File: config.mk
export PLATFORM = sky130hd
export DESIGN_NAME = rgb_pwm_ctrl
export DESIGN_NICKNAME = d
export VERILOG_FILES = /design/src/rtl/rgb_pwm_ctrl.sv
export SDC_FILE = /design/constraint.sdc
export NUM_CORES = 1
export LEC_CHECK = 0
export CAP_MARGIN = 20
export CORE_MARGIN = 10
export CORE_UTILIZATION = 54
export DETAILED_ROUTE_END_ITERATION = 12
export GPL_ROUTABILITY_DRIVEN = 0
export PLACE_DENSITY = 0.88
export SLEW_MARGIN = 10
export SYNTH_ARGS = -nofsm -noshare
export SYNTH_HDL_FRONTEND = slang
export SYNTH_SLANG_ARGS = --single-unit
export TNS_END_PERCENT = 30
File: constraint.sdc
create_clock -name clk -period 7.4 [get_ports clk]
set_input_delay 1.48 -clock clk [delete_from_list [all_inputs] [get_ports clk]]
set_output_delay 1.48 -clock clk [all_outputs]
set_load 0.02 [all_outputs]
File: src/rtl/rgb_pwm_ctrl.sv
`timescale 1ns/1ps
// -----------------------------------------------------------------------------
// rgb_pwm_ctrl
//   Bus-mapped controller for the three PWM inputs of the SB_RGBA_DRV LED
//   driver. Each colour gets an 8-bit PWM. An optional "breathing" sequencer
//   ramps a brightness level up and down, and that level scales all three
//   duties.
//
// Ports
//   clk          system clock
//   resetn       synchronous, active-low reset
//   iomem_valid  bus request
//   iomem_ready  bus acknowledge, one-cycle pulse
//   iomem_wstrb  byte write strobes (0 = read)
//   iomem_addr   byte address; [31:24] block select, [3:2] register select
//   iomem_wdata  write data
//   iomem_rdata  read data, valid while iomem_ready is high
//   pwm_r/g/b    registered PWM outputs
//
// Register map (addr[3:2])
//   0 CTRL      [0] EN, [1] BREATHE
//   1 DUTY      [7:0] R, [15:8] G, [23:16] B
//   2 PRESCALE  [15:0] clk cycles per PWM tick minus 1
//   3 STATUS    RO: [7:0] level, [9:8] state (0 OFF, 1 STEADY, 2 UP, 3 DOWN)
// -----------------------------------------------------------------------------
module rgb_pwm_ctrl #(
  parameter logic [7:0]  ADDR_PREFIX  = 8'h04,
  parameter logic [15:0] PRESCALE_RST = 16'd46
) (
  input  logic        clk,
  input  logic        resetn,
  input  logic        iomem_valid,
  output logic        iomem_ready,
  input  logic [3:0]  iomem_wstrb,
  input  logic [31:0] iomem_addr,
  input  logic [31:0] iomem_wdata,
  output logic [31:0] iomem_rdata,
  output logic        pwm_r,
  output logic        pwm_g,
  output logic        pwm_b
);

  typedef enum logic [1:0] {
    ST_OFF    = 2'd0,
    ST_STEADY = 2'd1,
    ST_UP     = 2'd2,
    ST_DOWN   = 2'd3
  } state_e;

  // Architectural registers
  logic [1:0]  ctrl_q, ctrl_d;
  logic [23:0] duty_q, duty_d;
  logic [15:0] prescale_q, prescale_d;

  // Bus response
  logic        ready_q;
  logic [31:0] rdata_q, rdata_d;

  // PWM timing and sequencer
  logic [15:0]     pre_cnt_q, pre_cnt_d;
  logic [7:0]      pwm_cnt_q, pwm_cnt_d;
  logic [7:0]      level_q, level_d;
  state_e          state_q, state_d;
  logic [2:0][7:0] shadow_q, shadow_d;
  logic [2:0]      pwm_q, pwm_d;

  logic        access;
  logic        wr;
  logic [1:0]  sel;
  logic [31:0] reg_val;
  logic [31:0] wmask;
  logic [31:0] wr_val;
  logic        en;
  logic        breathe;
  logic        running;
  logic        tick;
  logic        period_end;
  logic        load_shadow;
  logic        prescale_wr;
  logic [2:0][7:0] eff;

  // Address bits below the block select (other than [3:2]) alias freely.
  logic unused_bits;
  assign unused_bits = ^{iomem_addr[23:4], iomem_addr[1:0], wr_val[31:24]};

  // Only a fresh request starts an access; the cycle ready is high is skipped
  // so a held valid does not produce a second acknowledge.
  assign access = iomem_valid && !ready_q && (iomem_addr[31:24] == ADDR_PREFIX);
  assign wr     = access && (iomem_wstrb != 4'd0);
  assign sel    = iomem_addr[3:2];

  always_comb begin
    case (sel)
      2'd0:    reg_val = {30'd0, ctrl_q};
      2'd1:    reg_val = {8'd0, duty_q};
      2'd2:    reg_val = {16'd0, prescale_q};
      default: reg_val = {22'd0, state_q, level_q};
    endcase
  end

  assign wmask  = {{8{iomem_wstrb[3]}}, {8{iomem_wstrb[2]}},
                   {8{iomem_wstrb[1]}}, {8{iomem_wstrb[0]}}};
  // Byte-merge the write data into the currently addressed register.
  assign wr_val = (reg_val & ~wmask) | (iomem_wdata & wmask);

  always_comb begin
    ctrl_d     = ctrl_q;
    duty_d     = duty_q;
    prescale_d = prescale_q;
    if (wr) begin
      case (sel)
        2'd0:    ctrl_d     = wr_val[1:0];
        2'd1:    duty_d     = wr_val[23:0];
        2'd2:    prescale_d = wr_val[15:0];
        default: ;
      endcase
    end
  end

  // Read data reflects the register before any same-cycle write.
  assign rdata_d     = access ? reg_val : 32'd0;
  assign prescale_wr = wr && (sel == 2'd2);

  assign en         = ctrl_q[0];
  assign breathe    = ctrl_q[1];
  // Counters stay at zero in OFF, including the cycle that leaves OFF, so the
  // first period starts cleanly with freshly loaded shadows.
  assign running    = en && (state_q != ST_OFF);
  assign tick       = (pre_cnt_q == prescale_q);
  assign period_end = running && tick && (pwm_cnt_q == 8'hFF);

  always_comb begin
    if (!running) begin
      pre_cnt_d = 16'd0;
      pwm_cnt_d = 8'd0;
    end else begin
      pre_cnt_d = (tick || prescale_wr) ? 16'd0 : pre_cnt_q + 16'd1;
      pwm_cnt_d = tick ? pwm_cnt_q + 8'd1 : pwm_cnt_q;
    end
  end

  // Sequencer next state; CTRL changes take priority over the ramp.
  always_comb begin
    state_d     = state_q;
    level_d     = level_q;
    load_shadow = period_end;
    if (!en) begin
      state_d = ST_OFF;
      level_d = 8'd0;
    end else begin
      case (state_q)
        ST_OFF: begin
          state_d     = breathe ? ST_UP : ST_STEADY;
          level_d     = breathe ? 8'd0 : 8'hFF;
          load_shadow = 1'b1;
        end
        ST_STEADY: begin
          if (breathe) state_d = ST_DOWN;
        end
        ST_UP: begin
          if (!breathe) begin
            state_d = ST_STEADY;
            level_d = 8'hFF;
          end else if (period_end) begin
            level_d = level_q + 8'd1;
            if (level_q == 8'd254) state_d = ST_DOWN;
          end
        end
        default: begin
          if (!breathe) begin
            state_d = ST_STEADY;
            level_d = 8'hFF;
          end else if (period_end) begin
            level_d = level_q - 8'd1;
            if (level_q == 8'd1) state_d = ST_UP;
          end
        end
      endcase
    end
  end

  // Effective duty uses the level that will apply during the next period, so
  // the period that starts at a ramp step already shows the new brightness.
  generate
    for (genvar gi = 0; gi < 3; gi++) begin : g_colour
      logic [7:0]  duty_x;
      logic [15:0] prod;
      assign duty_x = duty_q[gi*8 +: 8];
      assign prod   = {8'd0, duty_x} * {8'd0, level_d};
      always_comb begin
        case (state_d)
          ST_STEADY:     eff[gi] = duty_x;
          ST_UP, ST_DOWN: eff[gi] = prod[15:8];
          default:       eff[gi] = 8'd0;
        endcase
      end
      assign shadow_d[gi] = load_shadow ? eff[gi] : shadow_q[gi];
      assign pwm_d[gi]    = running && (pwm_cnt_q < shadow_q[gi]);
    end
  endgenerate

  always_ff @(posedge clk) begin
    if (!resetn) begin
      ctrl_q     <= 2'd0;
      duty_q     <= 24'd0;
      prescale_q <= PRESCALE_RST;
      ready_q    <= 1'b0;
      rdata_q    <= 32'd0;
      pre_cnt_q  <= 16'd0;
      pwm_cnt_q  <= 8'd0;
      level_q    <= 8'd0;
      state_q    <= ST_OFF;
      shadow_q   <= '0;
      pwm_q      <= 3'd0;
    end else begin
      ctrl_q     <= ctrl_d;
      duty_q     <= duty_d;
      prescale_q <= prescale_d;
      ready_q    <= access;
      rdata_q    <= rdata_d;
      pre_cnt_q  <= pre_cnt_d;
      pwm_cnt_q  <= pwm_cnt_d;
      level_q    <= level_d;
      state_q    <= state_d;
      shadow_q   <= shadow_d;
      pwm_q      <= pwm_d;
    end
  end

  assign iomem_ready = ready_q;
  assign iomem_rdata = rdata_q;
  assign pwm_r       = pwm_q[0];
  assign pwm_g       = pwm_q[1];
  assign pwm_b       = pwm_q[2];

endmodule

Word-level counts from Yosys, hierarchy flattened:

Index checks and enable logic that the tools add are counted.

* memories kept: 0
* RAM bits: 0
* ROM bits: 0
* flip-flop bits (word level): 136
* latch bits: 0

* shift-type cells: 0
* $add $sub $neg: 4
* bitwise logic cells: 6
* multiply operators: 3
* reductions and logical operators: 23
* div/mod/pow operators: 0
* equal/unequal tests: 12
* muxes and demuxes: 23
* order comparisons: 3

Operators with widths (number)
* $pmux 24 s3: 1
* $and 24x24->24: 2
* $mul 8x8->16: 3
* $mux 8: 6
* $pmux 8 s2: 3
* $lt 8x8->1: 3
* $not 24->24: 1
* $or 24x24->24: 1
* $pmux 8 s3: 1
* $mux 2: 9
* $add 16x1->16 const B: 1
* $add 8x1->8 const B: 2
* $eq 16x16->1: 1
* $eq 8x8->1 const B: 2
* $logic_and 1x1->1: 10
* $reduce_and 2->1: 5
* $eq 2x2->1 const B: 4
* $eq 8x1->1 const B: 1
* $eq 8x3->1 const B: 1
* $sub 8x1->8 const B: 1
* $eq 2x1->1 const B: 3
* $pmux 2 s3: 1
* $logic_not 2->1: 2
* $reduce_bool 4->1: 1
* 7 further kinds: 9

Logic depth before layout (Yosys ltp):

Gate-level depths: netlist of the first run.

* word-level depth: 11
* gate-level depth with buffers: 31
* gate-level depth less buffers: 28

Worst setup path before layout of the first run:

Ideal clock, no wire load.

* path type: register to register
* start point: register pre_cnt_q[10]
* end point: register shadow_q[22] (netlist bit)
* data required time: 7268 ps
* setup time: 132 ps
* slack: 498 ps
* path buffers: 3
* clock period less this slack: 6902 ps
* stages on the path, launching flop included: 29
* arrival time: 6769 ps
* path through: dfxtp_1 -> xor2_1 -> nor4_1 -> nand4_1 -> or3_1 -> buf_2 -> or4_4 -> nor3_2 -> mux2i_1 -> a31oi_4 -> buf_6 -> and2_1 -> fa_1 -> fa_1 -> fa_1 -> inv_1 -> fa_1 -> inv_1 -> ha_1 -> clkbuf_1 -> a21o_1 -> a21oi_1 -> o221ai_1 -> a21o_1 -> a21o_1 -> a31oi_1 -> nor3_1 -> nor3_1 -> a21oi_1

* cells in the longest elaborated chain, start to end: 10
* elaborated cells between the ends (all ways): 23
* classes of those cells: mul: 1; eq/ne: 4; mux: 15; reduce/logical: 3

RTL lines
* start: declaration: RTL line 60 `logic [15:0] pre_cnt_q, pre_cnt_d;`
* start signal: assignment: RTL line 221 `pre_cnt_q <= pre_cnt_d;`
* $eq 16x16->1 *: RTL line 129 `assign tick = (pre_cnt_q == prescale_q);`
* $logic_and 1x1->1 * (2 in series): RTL line 130 `assign period_end = running && tick && (pwm_cnt_q == 8'hFF);`
* parallel branches: the longest is 7 deep, another holds $mul 8x8->16
* end signal: assignment: RTL line 225 `shadow_q <= shadow_d;`
* end: declaration: RTL line 64 `logic [2:0][7:0] shadow_q, shadow_d;`

Mark *: on every way between the ends.
A chain may end at the register's enable or synchronous reset.

Final worst setup path of the first run:

* start point: register prescale_q[3]
* end point: register shadow_q[4] (netlist bit)

* cells in the longest elaborated chain, start to end: 10
* elaborated cells between the ends (all ways): 23
* classes of those cells: mul: 1; eq/ne: 4; mux: 15; reduce/logical: 3

RTL lines
* start: declaration: RTL line 53 `logic [15:0] prescale_q, prescale_d;`
* start signal: assignment: RTL line 218 `prescale_q <= prescale_d;`
* $eq 16x16->1 *: RTL line 129
* $logic_and 1x1->1 * (2 in series): RTL line 130
* parallel branches: the longest is 7 deep, another holds $mul 8x8->16

Marks and branches as above.

==> results.py, run 1 <==
metrics = {
    "final_layout": {
        "final_cell_count_no_fill": 1860,
        "utilization_pct": 63.1,
        "filler_cell_count": 1741,
        "design.final.nets": 1835,
        "syn2layout_area_growth_pct": 14.3,
        "layout_common_cells": "sky130_fd_sc_hd__inv_1, sky130_fd_sc_hd__and2_1, sky130_fd_sc_hd__nand2_1, sky130_fd_sc_hd__dfxtp_1, sky130_fd_sc_hd__ha_1",
        "drive_above_1_share_pct": 7.89,
        "mostFrequentLayoutCell": "sky130_fd_sc_hd__inv_1",
    },
    "power_and_ir_drop": {
        "net-switching-power_uw": 399,
        "internal_power_uw": 1230,
        "power.static_leakage_uw": 0.00668,
        "powerDensity_mw_per_mm2": 113,
        "pwr-share-seq_pct": 42.2,
        "clock_power_share_pct": 54.2,
        "combinational_cell_fraction_of_total_power_pct": 3.6,
        "fraction_of_power_spent_switching_nets_pct": 24.4,
        "power.ir.vdd_worst_mv": 0.170,
    },
    "floorplanning": {
        "start_util_pct": 55.2,
        "floorplan.rows": 55,
        "ioPinCount": 107,
        "die_y_um": 173,
        "floorplan.die_area_mm2": 0.0299,
        "die-width_um": 173,
        "core_mm2": 0.0228,
    },
    "detailed_routing": {
        "drt_wl_total_um": 36100,
        "first_pass_iters": 6,
        "post_drt_via_cell_ratio": 6.04,
        "ant_nets": 0,
        "wl_per_cell_um": 19.4,
        "dr_total_vias": 11200,
        "drc_errors": 0,
        "drt_iter0_drc": 1045,
    },
    "yosys": {
        "yosys_most_used_dff": "sky130_fd_sc_hd__dfxtp_1",
        "yosys.cell_types.count": 71,
        "avgSynthCellArea_um2": 8.47,
        "synth-edff-count": 0,
        "postSynthCellCount": 1489,
        "synth_async_sr_flop_share_pct": 0,
        "synth-seq-cells": 128,
        "synth.yosys.warnings": 0,
        "synth.yosys.seq_area_share_pct": 20.3,
        "post_synth_instance_area_mm2": 0.0126,
    },
    "placement": {
        "dp.final_hpwl_um": 25400,
        "port_buffers": 68,
        "place.detailed.instances": 1819,
    },
    "grt": {
        "grt_pass1_vias": 11500,
        "grt_max_degree": 83,
        "initial_antenna_violation_count": 0,
        "grt_first_pass_wirelength_um": 57800,
        "global_route.usage.total_pct": 23.3,
        "gr-total-overflow": 0,
    },
    "sta": {
        "fmaxAchievable_mhz": 139,
        "timing.final.hold_violations": 0,
        "slew_viol_final": 0,
        "final_min_period_over_clock_period_pct": 97.5,
        "final.min_clock_period_ns": 7.22,
        "tightestPinTransition_ns": 1.06,
        "finClkSkew_ns": 0.0147,
        "report.final.setup_viol": 0,
        "timing.slew.headroom_pct": 29.4,
    },
    "clocking": {
        "tritoncts_buffers": 17,
        "clk_pin_slew_worst_paths_ns": 0.06,
        "root_buffer": "sky130_fd_sc_hd__clkbuf_16",
        "cts_num_sinks": 128,
        "cts_h_tree_depth": 4,
        "clock_latency_ns": 0.44,
        "clockBufferDepth": 2,
        "cts_tree": "yes",
    },
    "critical_path": {
        "timing.critical_path.fanout_max": 6,
        "worst-endpoint-required_ns": 7.78,
        "timing.critical_path.arrival_ns": 7.59,
        "worst_setup_path_start_kind": "register",
        "worstSetupEndpointType": "register",
        "critical_path_class": "reg2reg",
    },
    "job": {
        "cap_violations": 0,
    },
    "min_path": {
        "worstHoldPathType": "reg2reg",
    },
    "run_status": {
        "status": "finished clean",
    },
}
-- final timing paths --
path | startpoint | end | slack, ns | depth (start not counted)
max | prescale_q[3] | shadow_q[4] | 0.18 | 26
min | shadow_q[21] | shadow_q[21] | 0.49 | 2
max reg2reg | prescale_q[3] | shadow_q[4] | 0.18 | 26
min reg2reg | shadow_q[21] | shadow_q[21] | 0.49 | 2
-- worst max-delay path: stages (launching register included) --
cell and delay (ns):
sky130_fd_sc_hd__dfxtp_1 0.36, sky130_fd_sc_hd__xor2_1 0.19, sky130_fd_sc_hd__nor4_2 0.41, sky130_fd_sc_hd__nand4_1 0.24, sky130_fd_sc_hd__or3_4 0.38, sky130_fd_sc_hd__or4_4 0.48
sky130_fd_sc_hd__nor3_4 0.20, sky130_fd_sc_hd__mux2i_2 0.28, sky130_fd_sc_hd__a31oi_4 0.16, sky130_fd_sc_hd__buf_12 0.19, sky130_fd_sc_hd__clkbuf_4 0.17, sky130_fd_sc_hd__and2_1 0.18
sky130_fd_sc_hd__fa_1 0.52, sky130_fd_sc_hd__fa_1 0.43, sky130_fd_sc_hd__fa_1 0.49, sky130_fd_sc_hd__inv_1 0.05, sky130_fd_sc_hd__fa_1 0.47, sky130_fd_sc_hd__inv_1 0.04
sky130_fd_sc_hd__ha_1 0.31, sky130_fd_sc_hd__nor2b_1 0.27, sky130_fd_sc_hd__a21o_1 0.17, sky130_fd_sc_hd__a21o_1 0.12, sky130_fd_sc_hd__a31oi_1 0.06, sky130_fd_sc_hd__buf_4 0.18
sky130_fd_sc_hd__or4b_1 0.45, sky130_fd_sc_hd__a31oi_1 0.22, sky130_fd_sc_hd__o21a_1 0.15
-- power groups by stage --
stage	logic, uW	registers, uW	clock network [uW]
3_5_place_dp	56.6	705	0
2_1_floorplan	31.2	704	0
5_1_grt	61.4	689	916
6_report	58.9	689	886
4_1_cts	57.2	689	886
3_3_place_gp	56.1	705	0
-- area by class of cell --
cell class	instances	area, um^2	area share (%)
Antenna cell	1	2.50	0.0174
Multi-Input combinational cell	1088	9080	63.0
Tap cell	313	392	2.72
Sequential cell	128	2560	17.8
Clock buffer	18	439	3.05
Inverter	183	687	4.76
Clock inverter	14	168	1.16
Timing Repair Buffer	115	1080	7.51
-- per-stage QoR --
| step | power, uW | setup TNS, ns | hold slack (ns) | setup slack [ns] | cell area, um^2 |
|---|---|---|---|---|---|
| after CTS | 1630 | 0 | 0.486 | 0.0559 | 14200 |
| after detailed placement | 761 | 0 | 0.472 | 0.0349 | 13600 |
| after global placement | 761 | 0 | 0.454 | 0.205 | 13600 |
| after global routing | 1670 | -0.0646 | 0.516 | -0.0319 | 14400 |
| final | 1630 | 0 | 0.487 | 0.184 | 14400 |
| after floorplan | 736 | 0 | 0.444 | 0.498 | 12600 |
-- layer usage --
metal  vias to the layer above  track usage, %  routed length (um)
li1                       4995               -                   -
met4                         0            11.4                1810
met1                      5361            27.4               13600
met2                       713            39.6               17200
met5                         -               0                   0
met3                       173            4.75                3530
-- Yosys cell counts (all sizes together) (4+ instances only) --
| master | number | area share [%] |
|---|---|---|
| a31oi | 16 | 0.91 |
| nand2 | 127 | 3.8 |
| nor2 | 77 | 2.3 |
| a211oi | 6 | 0.36 |
| dfxtp | 128 | 20 |
| nor4 | 10 | 0.50 |
| xnor2 | 17 | 1.2 |
| nor3 | 24 | 1.0 |
| o21ai | 38 | 1.5 |
| o211ai | 6 | 0.36 |
| and2 | 147 | 7.3 |
| nor2b | 28 | 1.4 |
| a21oi | 43 | 1.7 |
| o211a | 4 | 0.32 |
| mux2 | 9 | 0.80 |
| a22oi | 14 | 0.83 |
| nand3 | 38 | 1.5 |
| nand4 | 14 | 0.69 |
| xor2 | 35 | 2.4 |
| or3 | 5 | 0.25 |
| and3 | 26 | 1.3 |
| a21o | 19 | 1.1 |
| ha | 126 | 12 |
| clkbuf | 77 | 2.3 |
| buf | 20 | 1.0 |
| o21a | 7 | 0.42 |
| inv | 183 | 5.4 |
| o31ai | 7 | 0.46 |
| fa | 105 | 17 |
| mux2i | 41 | 3.3 |
| a21boi | 19 | 1.1 |
| nand2b | 13 | 0.64 |
| a211o | 4 | 0.28 |
| o21bai | 5 | 0.30 |
-- flip-flops by register name, indices dropped and copies added, names as in the netlist, 3 cells and up --
signal       flops
shadow_q        24
pre_cnt_q       16
level_q          8
iomem_rdata     24
pwm_q            3
prescale_q      16
pwm_cnt_q        8
duty_q          24
-- what timing repair did --
item / CTS / global route
hold endpoints to repair: 0 / 0
setup endpoints to repair: 1 / 16
buffers inserted: 0 / 6
pin swaps: 0 / 10
gates cloned: 0 / 1
hold buffers: 0 / 0
gates resized for setup: 1 / 26
-- cells by family after synthesis --
family | after synthesis | synth area share (%)
and+or+nand+nor | 528 | 21.9
AOI/OAI and AO/OA | 217 | 11.8
xor gates and xnor gates | 52 | 3.61
adders and majority gates | 231 | 29.2
other | 1 | 0.0297
buffers and inverters | 280 | 8.76
muxes | 52 | 4.41
DFF | 128 | 20.3
Power figures use the tool's default switching activity.
==> inputs of run 2 (changes only) <==
Settings changed: CORE_MARGIN 10 to default.
==> run 2 against run 1 <==
Effect of this change: clock skew rose by 0.0016 ns; core utilization fell by 0.44 points; global-route usage rose by 7.8 points; final area fell by 0.99%; flip-flop and latch count did not move; critical path depth rose by 1; die area fell by 20%; first-iteration DRC count rose by 11%; cell count barely moved; non-clock buffer count did not move; via count rose by 0.93%; count of clock-buffer cells in the layout fell by 1; highest routed layer unchanged.
==> results.py, run 2 (same netlist as run 1, synthesis figures left out) <==
metrics = {
    "sta": {
        "timing.hold.ws_ns": 0.480,
        "final.min_clock_period_ns": 7.30,
        "finClkSkew_ns": 0.0163,
        "fin_ws_ns": 0.103,
        "timing.slew.headroom_pct": 24.2,
        "report.final.setup_viol": 0,
        "final_min_period_over_clock_period_pct": 98.6,
        "timing.final.hold_violations": 0,
        "tightestPinTransition_ns": 1.13,
        "fmaxAchievable_mhz": 137,
        "slew_viol_final": 0,
        "unrepaired_setup_endpoints_after_global_routing": "yes",
    },
    "power_and_ir_drop": {
        "power.static_leakage_uw": 0.00664,
        "powerDensity_mw_per_mm2": 112,
        "fraction_of_power_spent_switching_nets_pct": 26.9,
        "clock_power_share_pct": 53.3,
        "net-switching-power_uw": 432,
        "pwr-share-seq_pct": 43.0,
        "power.ir.vdd_worst_mv": 0.172,
        "internal_power_uw": 1170,
        "combinational_cell_fraction_of_total_power_pct": 3.7,
    },
    "detailed_routing": {
        "wl_per_cell_um": 19.6,
        "post_drt_via_cell_ratio": 6.10,
        "ant_nets": 0,
        "dr_total_vias": 11300,
        "drc_errors": 0,
        "drt_wl_total_um": 36300,
        "drt_iter0_drc": 1157,
        "first_pass_iters": 6,
    },
    "clocking": {
        "cts_num_sinks": 128,
        "clock_latency_ns": 0.45,
        "cts_h_tree_depth": 4,
        "root_buffer": "sky130_fd_sc_hd__clkbuf_16",
        "clk_pin_slew_worst_paths_ns": 0.07,
        "clockBufferDepth": 2,
        "cts_tree": "yes",
        "tritoncts_buffers": 17,
    },
    "grt": {
        "met2_usage_pct": 52.6,
        "grt_max_degree": 83,
        "gr-total-overflow": 0,
        "grt_pass1_vias": 11600,
        "initial_antenna_violation_count": 0,
        "met1_usage_pct": 35.8,
        "grtUsageMet3_pct": 6.35,
        "grt-busiest-layer": "met2",
        "grt_first_pass_wirelength_um": 58400,
        "global_route.usage.total_pct": 31.1,
    },
    "critical_path": {
        "worst-r2r-cell-count": 27,
        "worst-endpoint-required_ns": 7.77,
        "timing.critical_path.fanout_max": 5,
        "timing.critical_path.arrival_ns": 7.67,
        "worstSetupEndpoint": "shadow_q[22]",
        "worstSetupEndpointType": "register",
        "worst_setup_path_start_kind": "register",
        "critical_path_class": "reg2reg",
        "critical_path.reg2reg.startpoint": "prescale_q[11]",
        "ff2ff_setup_slack_ns": 0.10,
        "crit_start": "prescale_q[11]",
        "timing.rr.end": "shadow_q[22]",
    },
    "min_path": {
        "whs_path_depth": 2,
        "worstHoldPathType": "reg2reg",
    },
    "floorplanning": {
        "floorplan.die_area_mm2": 0.0240,
        "die_y_um": 155,
        "ioPinCount": 107,
        "floorplan.rows": 55,
        "start_util_pct": 55.4,
        "die-width_um": 155,
        "core_mm2": 0.0228,
    },
    "final_layout": {
        "antennaDiodeCount": 0,
        "design.final.nets": 1835,
        "syn2layout_area_growth_pct": 13.1,
        "mostFrequentLayoutCell": "sky130_fd_sc_hd__inv_1",
        "utilization_pct": 62.7,
        "layout_common_cells": "sky130_fd_sc_hd__inv_1, sky130_fd_sc_hd__and2_1, sky130_fd_sc_hd__nand2_1, sky130_fd_sc_hd__ha_1, sky130_fd_sc_hd__dfxtp_1",
        "drive_above_1_share_pct": 7.44,
    },
    "run_status": {
        "status": "finished clean",
    },
    "job": {
        "cap_violations": 0,
    },
    "placement": {
        "port_buffers": 68,
        "dp.final_hpwl_um": 25500,
        "dpl_worst_slack_ns": 0.133,
    },
}
==> run 2: timing repair <==
action / 4_1_cts / 5_1_grt
endpoints found under the setup margin: 0 / 16
setup buffers: 0 / 0
gates resized for setup: 0 / 12
hold buffers: 0 / 0
==> run 2: critical path, cell delays in order, from the launching register on <==
cell and delay, ns:
sky130_fd_sc_hd__dfxtp_1 0.35, sky130_fd_sc_hd__xor2_1 0.19, sky130_fd_sc_hd__nor4_2 0.35, sky130_fd_sc_hd__nand4_1 0.25, sky130_fd_sc_hd__or3_4 0.46, sky130_fd_sc_hd__or4_4 0.47, sky130_fd_sc_hd__nor3_2 0.20, sky130_fd_sc_hd__mux2i_1 0.31
sky130_fd_sc_hd__a31oi_4 0.16, sky130_fd_sc_hd__buf_4 0.21, sky130_fd_sc_hd__and2_1 0.17, sky130_fd_sc_hd__fa_1 0.51, sky130_fd_sc_hd__fa_1 0.52, sky130_fd_sc_hd__fa_1 0.55, sky130_fd_sc_hd__inv_1 0.06, sky130_fd_sc_hd__fa_1 0.53
sky130_fd_sc_hd__inv_1 0.05, sky130_fd_sc_hd__ha_1 0.31, sky130_fd_sc_hd__a21o_1 0.18, sky130_fd_sc_hd__a21oi_1 0.13, sky130_fd_sc_hd__o221ai_1 0.14, sky130_fd_sc_hd__a21o_1 0.19, sky130_fd_sc_hd__a21o_1 0.18, sky130_fd_sc_hd__a31oi_1 0.21
sky130_fd_sc_hd__buf_4 0.16, sky130_fd_sc_hd__and4b_1 0.18, sky130_fd_sc_hd__nor3_1 0.06, sky130_fd_sc_hd__a21oi_1 0.13
==> run 2: area by class of cell <==
| type | instances | area [um^2] |
|---|---|---|
| repair buffers | 115 | 1030 |
| inverters | 183 | 687 |
| clock buffers | 17 | 425 |
| well taps | 313 | 392 |
| flip-flops and latches | 128 | 2570 |
| fillers | 1695 | 8500 |
| clock inverters | 15 | 161 |
| multi-input cells | 1088 | 9010 |
==> run 2: metal layers <==
metal  wire [um]  up-vias  part of all wire [%]
li1            -     4986                     -
met1       13300     5386                    36
met2       16900      766                    47
met3        3740      208                    10
met4        2430        0                   6.7
met5           0        -                     0
==> run 2: worst min-delay path by stage <==
stage                            start  slack (ns)           end
after floorplan           shadow_q[10]        0.44  shadow_q[10]
after global placement    shadow_q[10]        0.45  shadow_q[10]
after detailed placement  shadow_q[21]        0.47  shadow_q[21]
after CTS                 shadow_q[21]        0.48  shadow_q[21]
after global routing      shadow_q[21]        0.52  shadow_q[21]
final                     shadow_q[10]        0.48  shadow_q[10]
==> run 2: power groups by stage <==
stage	combinational, uW	clock, uW	sequential [uW]
CTS	57.7	855	689
global placement	56.0	0	705
global route	61.6	887	688
finish	59.4	855	689
floorplan	31.2	0	704
detailed placement	56.5	0	705
==> run 2: through the flow <==
| step | cells | cell area [um^2] | TNS [ns] | power, uW |
|---|---|---|---|---|
| floorplan | 1496 | 12600 | 0 | 736 |
| global placement | 1827 | 13700 | 0 | 761 |
| detailed placement | 1827 | 13700 | 0 | 761 |
| CTS | 1859 | 14200 | 0 | 1600 |
| global route | 1859 | 14300 | -0.0395 | 1640 |
| finish | 1859 | 14300 | 0 | 1600 |
==> inputs of run 3 (changes only) <==
Settings changed: CORE_UTILIZATION 54 to 65, PLACE_DENSITY 0.88 to 0.95.
Clock period 7.4 ns to 9.05 ns, I/O delays scaled along.
==> run 3 against run 2 <==
Effect of this change: non-clock buffer count fell by 30; via count rose by 2.8%; combinational power fell by 19%.
==> results.py, run 3 (same netlist as run 1, synthesis figures left out) <==
metrics = {
    "critical_path": {
        "ff2ff_setup_slack_ns": 0.50,
        "max_stage_delay_ns": 0.62,
        "worstSetupEndpointType": "register",
        "critPathTopFamily": "simple AND/OR/NAND/NOR gates",
        "worst_setup_path_start_kind": "register",
        "critical_path_cell_with_the_highest_stage_delay": "sky130_fd_sc_hd__or3_1",
        "count_of_buffering_cells_on_the_critical_path_with_inverters_included": 2,
        "timing.critical_path.fanout_max": 17,
        "worst-endpoint-required_ns": 9.38,
        "critical_path_class": "reg2reg",
        "timing.critical_path.arrival_ns": 8.88,
        "critPathMostFrequentCell": "sky130_fd_sc_hd__fa_1",
    },
    "detailed_routing": {
        "ant_nets": 0,
        "wl_per_cell_um": 21.4,
        "first_pass_iters": 6,
        "drc_errors": 0,
        "drt_iter0_drc": 1388,
        "post_drt_via_cell_ratio": 6.57,
        "drt_wl_total_um": 38000,
        "dr_total_vias": 11700,
    },
    "sta": {
        "unrepaired_setup_endpoints_after_global_routing": "no",
        "fmaxAchievable_mhz": 117,
        "slew_viol_final": 0,
        "final_min_period_over_clock_period_pct": 94.5,
        "final.min_clock_period_ns": 8.55,
        "totalNegativeSetupSlack_ns": 0,
        "timing.slew.headroom_pct": 25.8,
        "timing.final.hold_violations": 0,
        "finClkSkew_ns": 0.0142,
        "fin_ws_ns": 0.499,
        "report.final.setup_viol": 0,
        "tightestPinTransition_ns": 1.11,
    },
    "job": {
        "cap_violations": 0,
    },
    "floorplanning": {
        "ioPinCount": 107,
        "floorplan.rows": 50,
        "floorplan.die_area_mm2": 0.0200,
        "die_y_um": 141,
        "die-width_um": 141,
        "core_mm2": 0.0189,
        "start_util_pct": 66.8,
    },
    "grt": {
        "global_route.usage.total_pct": 39.8,
        "grt_first_pass_wirelength_um": 61400,
        "grt_max_degree": 83,
        "gr-total-overflow": 0,
        "initial_antenna_violation_count": 0,
        "grt_pass1_vias": 12300,
    },
    "final_layout": {
        "ff_latch_area_mm2": 0.00256,
        "design.final.nets": 1805,
        "area_of_the_multi_input_gates_mm2": 0.00898,
        "drive_above_1_share_pct": 4.95,
        "filler_cell_count": 1179,
        "mostFrequentLayoutCell": "sky130_fd_sc_hd__inv_1",
        "syn2layout_area_growth_pct": 10.9,
        "utilization_pct": 74.1,
        "layout_common_cells": "sky130_fd_sc_hd__inv_1, sky130_fd_sc_hd__and2_1, sky130_fd_sc_hd__dfxtp_1, sky130_fd_sc_hd__nand2_1, sky130_fd_sc_hd__ha_1",
        "antennaDiodeCount": 0,
        "final_cell_count_no_fill": 1776,
    },
    "clocking": {
        "cts_tree": "yes",
        "hold_buffer_count_at_cts": 0,
        "clockBufferDepth": 2,
        "clock_latency_ns": 0.44,
        "post_cts_resized": 0,
        "cts_h_tree_depth": 4,
        "root_buffer": "sky130_fd_sc_hd__clkbuf_16",
        "clk_pin_slew_worst_paths_ns": 0.07,
        "tritoncts_buffers": 17,
        "cts_num_sinks": 128,
        "post-cts-setup-buffer-count": 0,
    },
    "placement": {
        "dpl_worst_slack_ns": 0.882,
        "port_buffers": 68,
        "dp.final_hpwl_um": 25500,
        "place.detailed.instances": 1743,
    },
    "run_status": {
        "status": "finished clean",
    },
    "power_and_ir_drop": {
        "power.ir.vdd_worst_mv": 0.135,
        "finalPower_uw": 1370,
        "power.static_leakage_uw": 0.00651,
        "powerDensity_mw_per_mm2": 98.1,
    },
    "min_path": {
        "worstHoldPathType": "reg2reg",
    },
}
## run 3: cell count changes in the layout (fill, tap and decap cells not counted), sizes merged
cell / change
clkbuf: +1
clkinvlp: +1
bufinv: +3
buf: -30
inv: -5
## run 3: power by group
| part | internal, uW | total [uW] | switching, uW | leakage [uW] |
|---|---|---|---|---|
| Sequential | 563 | 563 | 0.155 | 0.00103 |
| Combinational | 23.9 | 48.3 | 24.4 | 0.00517 |
| Clock | 452 | 761 | 309 | 0.000309 |
| Total | 1040 | 1370 | 334 | 0.00651 |
## run 3: cell type report
cell class | instances | area share, %
clock buffer | 18 | 3.14
tap | 260 | 2.32
clock inverter | 14 | 1.39
timing repair buffer | 85 | 5.74
sequential | 128 | 18.3
inverter | 183 | 4.91
multi-input combinational | 1088 | 64.2
## run 3: worst paths after layout
kind,start,end,cells after the start
setup / recovery,pre_cnt_q[11],shadow_q[6],25
hold / removal,shadow_q[2],shadow_q[2],2
setup reg to reg,pre_cnt_q[11],shadow_q[6],25
hold reg to reg,shadow_q[2],shadow_q[2],2
## run 3: metrics by stage
step	hold WS, ns	instance area (um^2)
detailed placement	0.472	13400
global route	0.508	14000
CTS	0.485	14000
global placement	0.455	13400
floorplan	0.444	12600
finish	0.487	14000
## run 3: worst reg2reg max path, stage by stage (launching register included)
cell                       delay [ns]
sky130_fd_sc_hd__dfxtp_1         0.43
sky130_fd_sc_hd__xor2_1          0.12
sky130_fd_sc_hd__nor4_1          0.49
sky130_fd_sc_hd__nand4_1         0.51
sky130_fd_sc_hd__or3_1           0.62
sky130_fd_sc_hd__or4_4           0.49
sky130_fd_sc_hd__o21bai_1        0.15
sky130_fd_sc_hd__a21oi_1         0.12
sky130_fd_sc_hd__nor3_2          0.49
sky130_fd_sc_hd__buf_4           0.40
sky130_fd_sc_hd__nand2_1         0.13
sky130_fd_sc_hd__fa_1            0.51
sky130_fd_sc_hd__fa_1            0.50
sky130_fd_sc_hd__inv_1           0.05
sky130_fd_sc_hd__fa_1            0.50
sky130_fd_sc_hd__fa_1            0.42
sky130_fd_sc_hd__ha_1            0.31
sky130_fd_sc_hd__or2_2           0.30
sky130_fd_sc_hd__a31oi_1         0.29
sky130_fd_sc_hd__nor2b_1         0.15
sky130_fd_sc_hd__a21o_1          0.20
sky130_fd_sc_hd__a21o_1          0.19
sky130_fd_sc_hd__a31oi_1         0.37
sky130_fd_sc_hd__o21a_1          0.27
sky130_fd_sc_hd__mux2i_1         0.10
sky130_fd_sc_hd__o311a_1         0.33
## run 3: routing by layer
layer  share of wire [%]  up-vias  track usage [%]
li1                    -     4934                -
met1                  35     5521             45.9
met2                  46      922             64.7
met3                  11      287             8.81
met4                 7.7        0             30.6
met5                   0        -                0
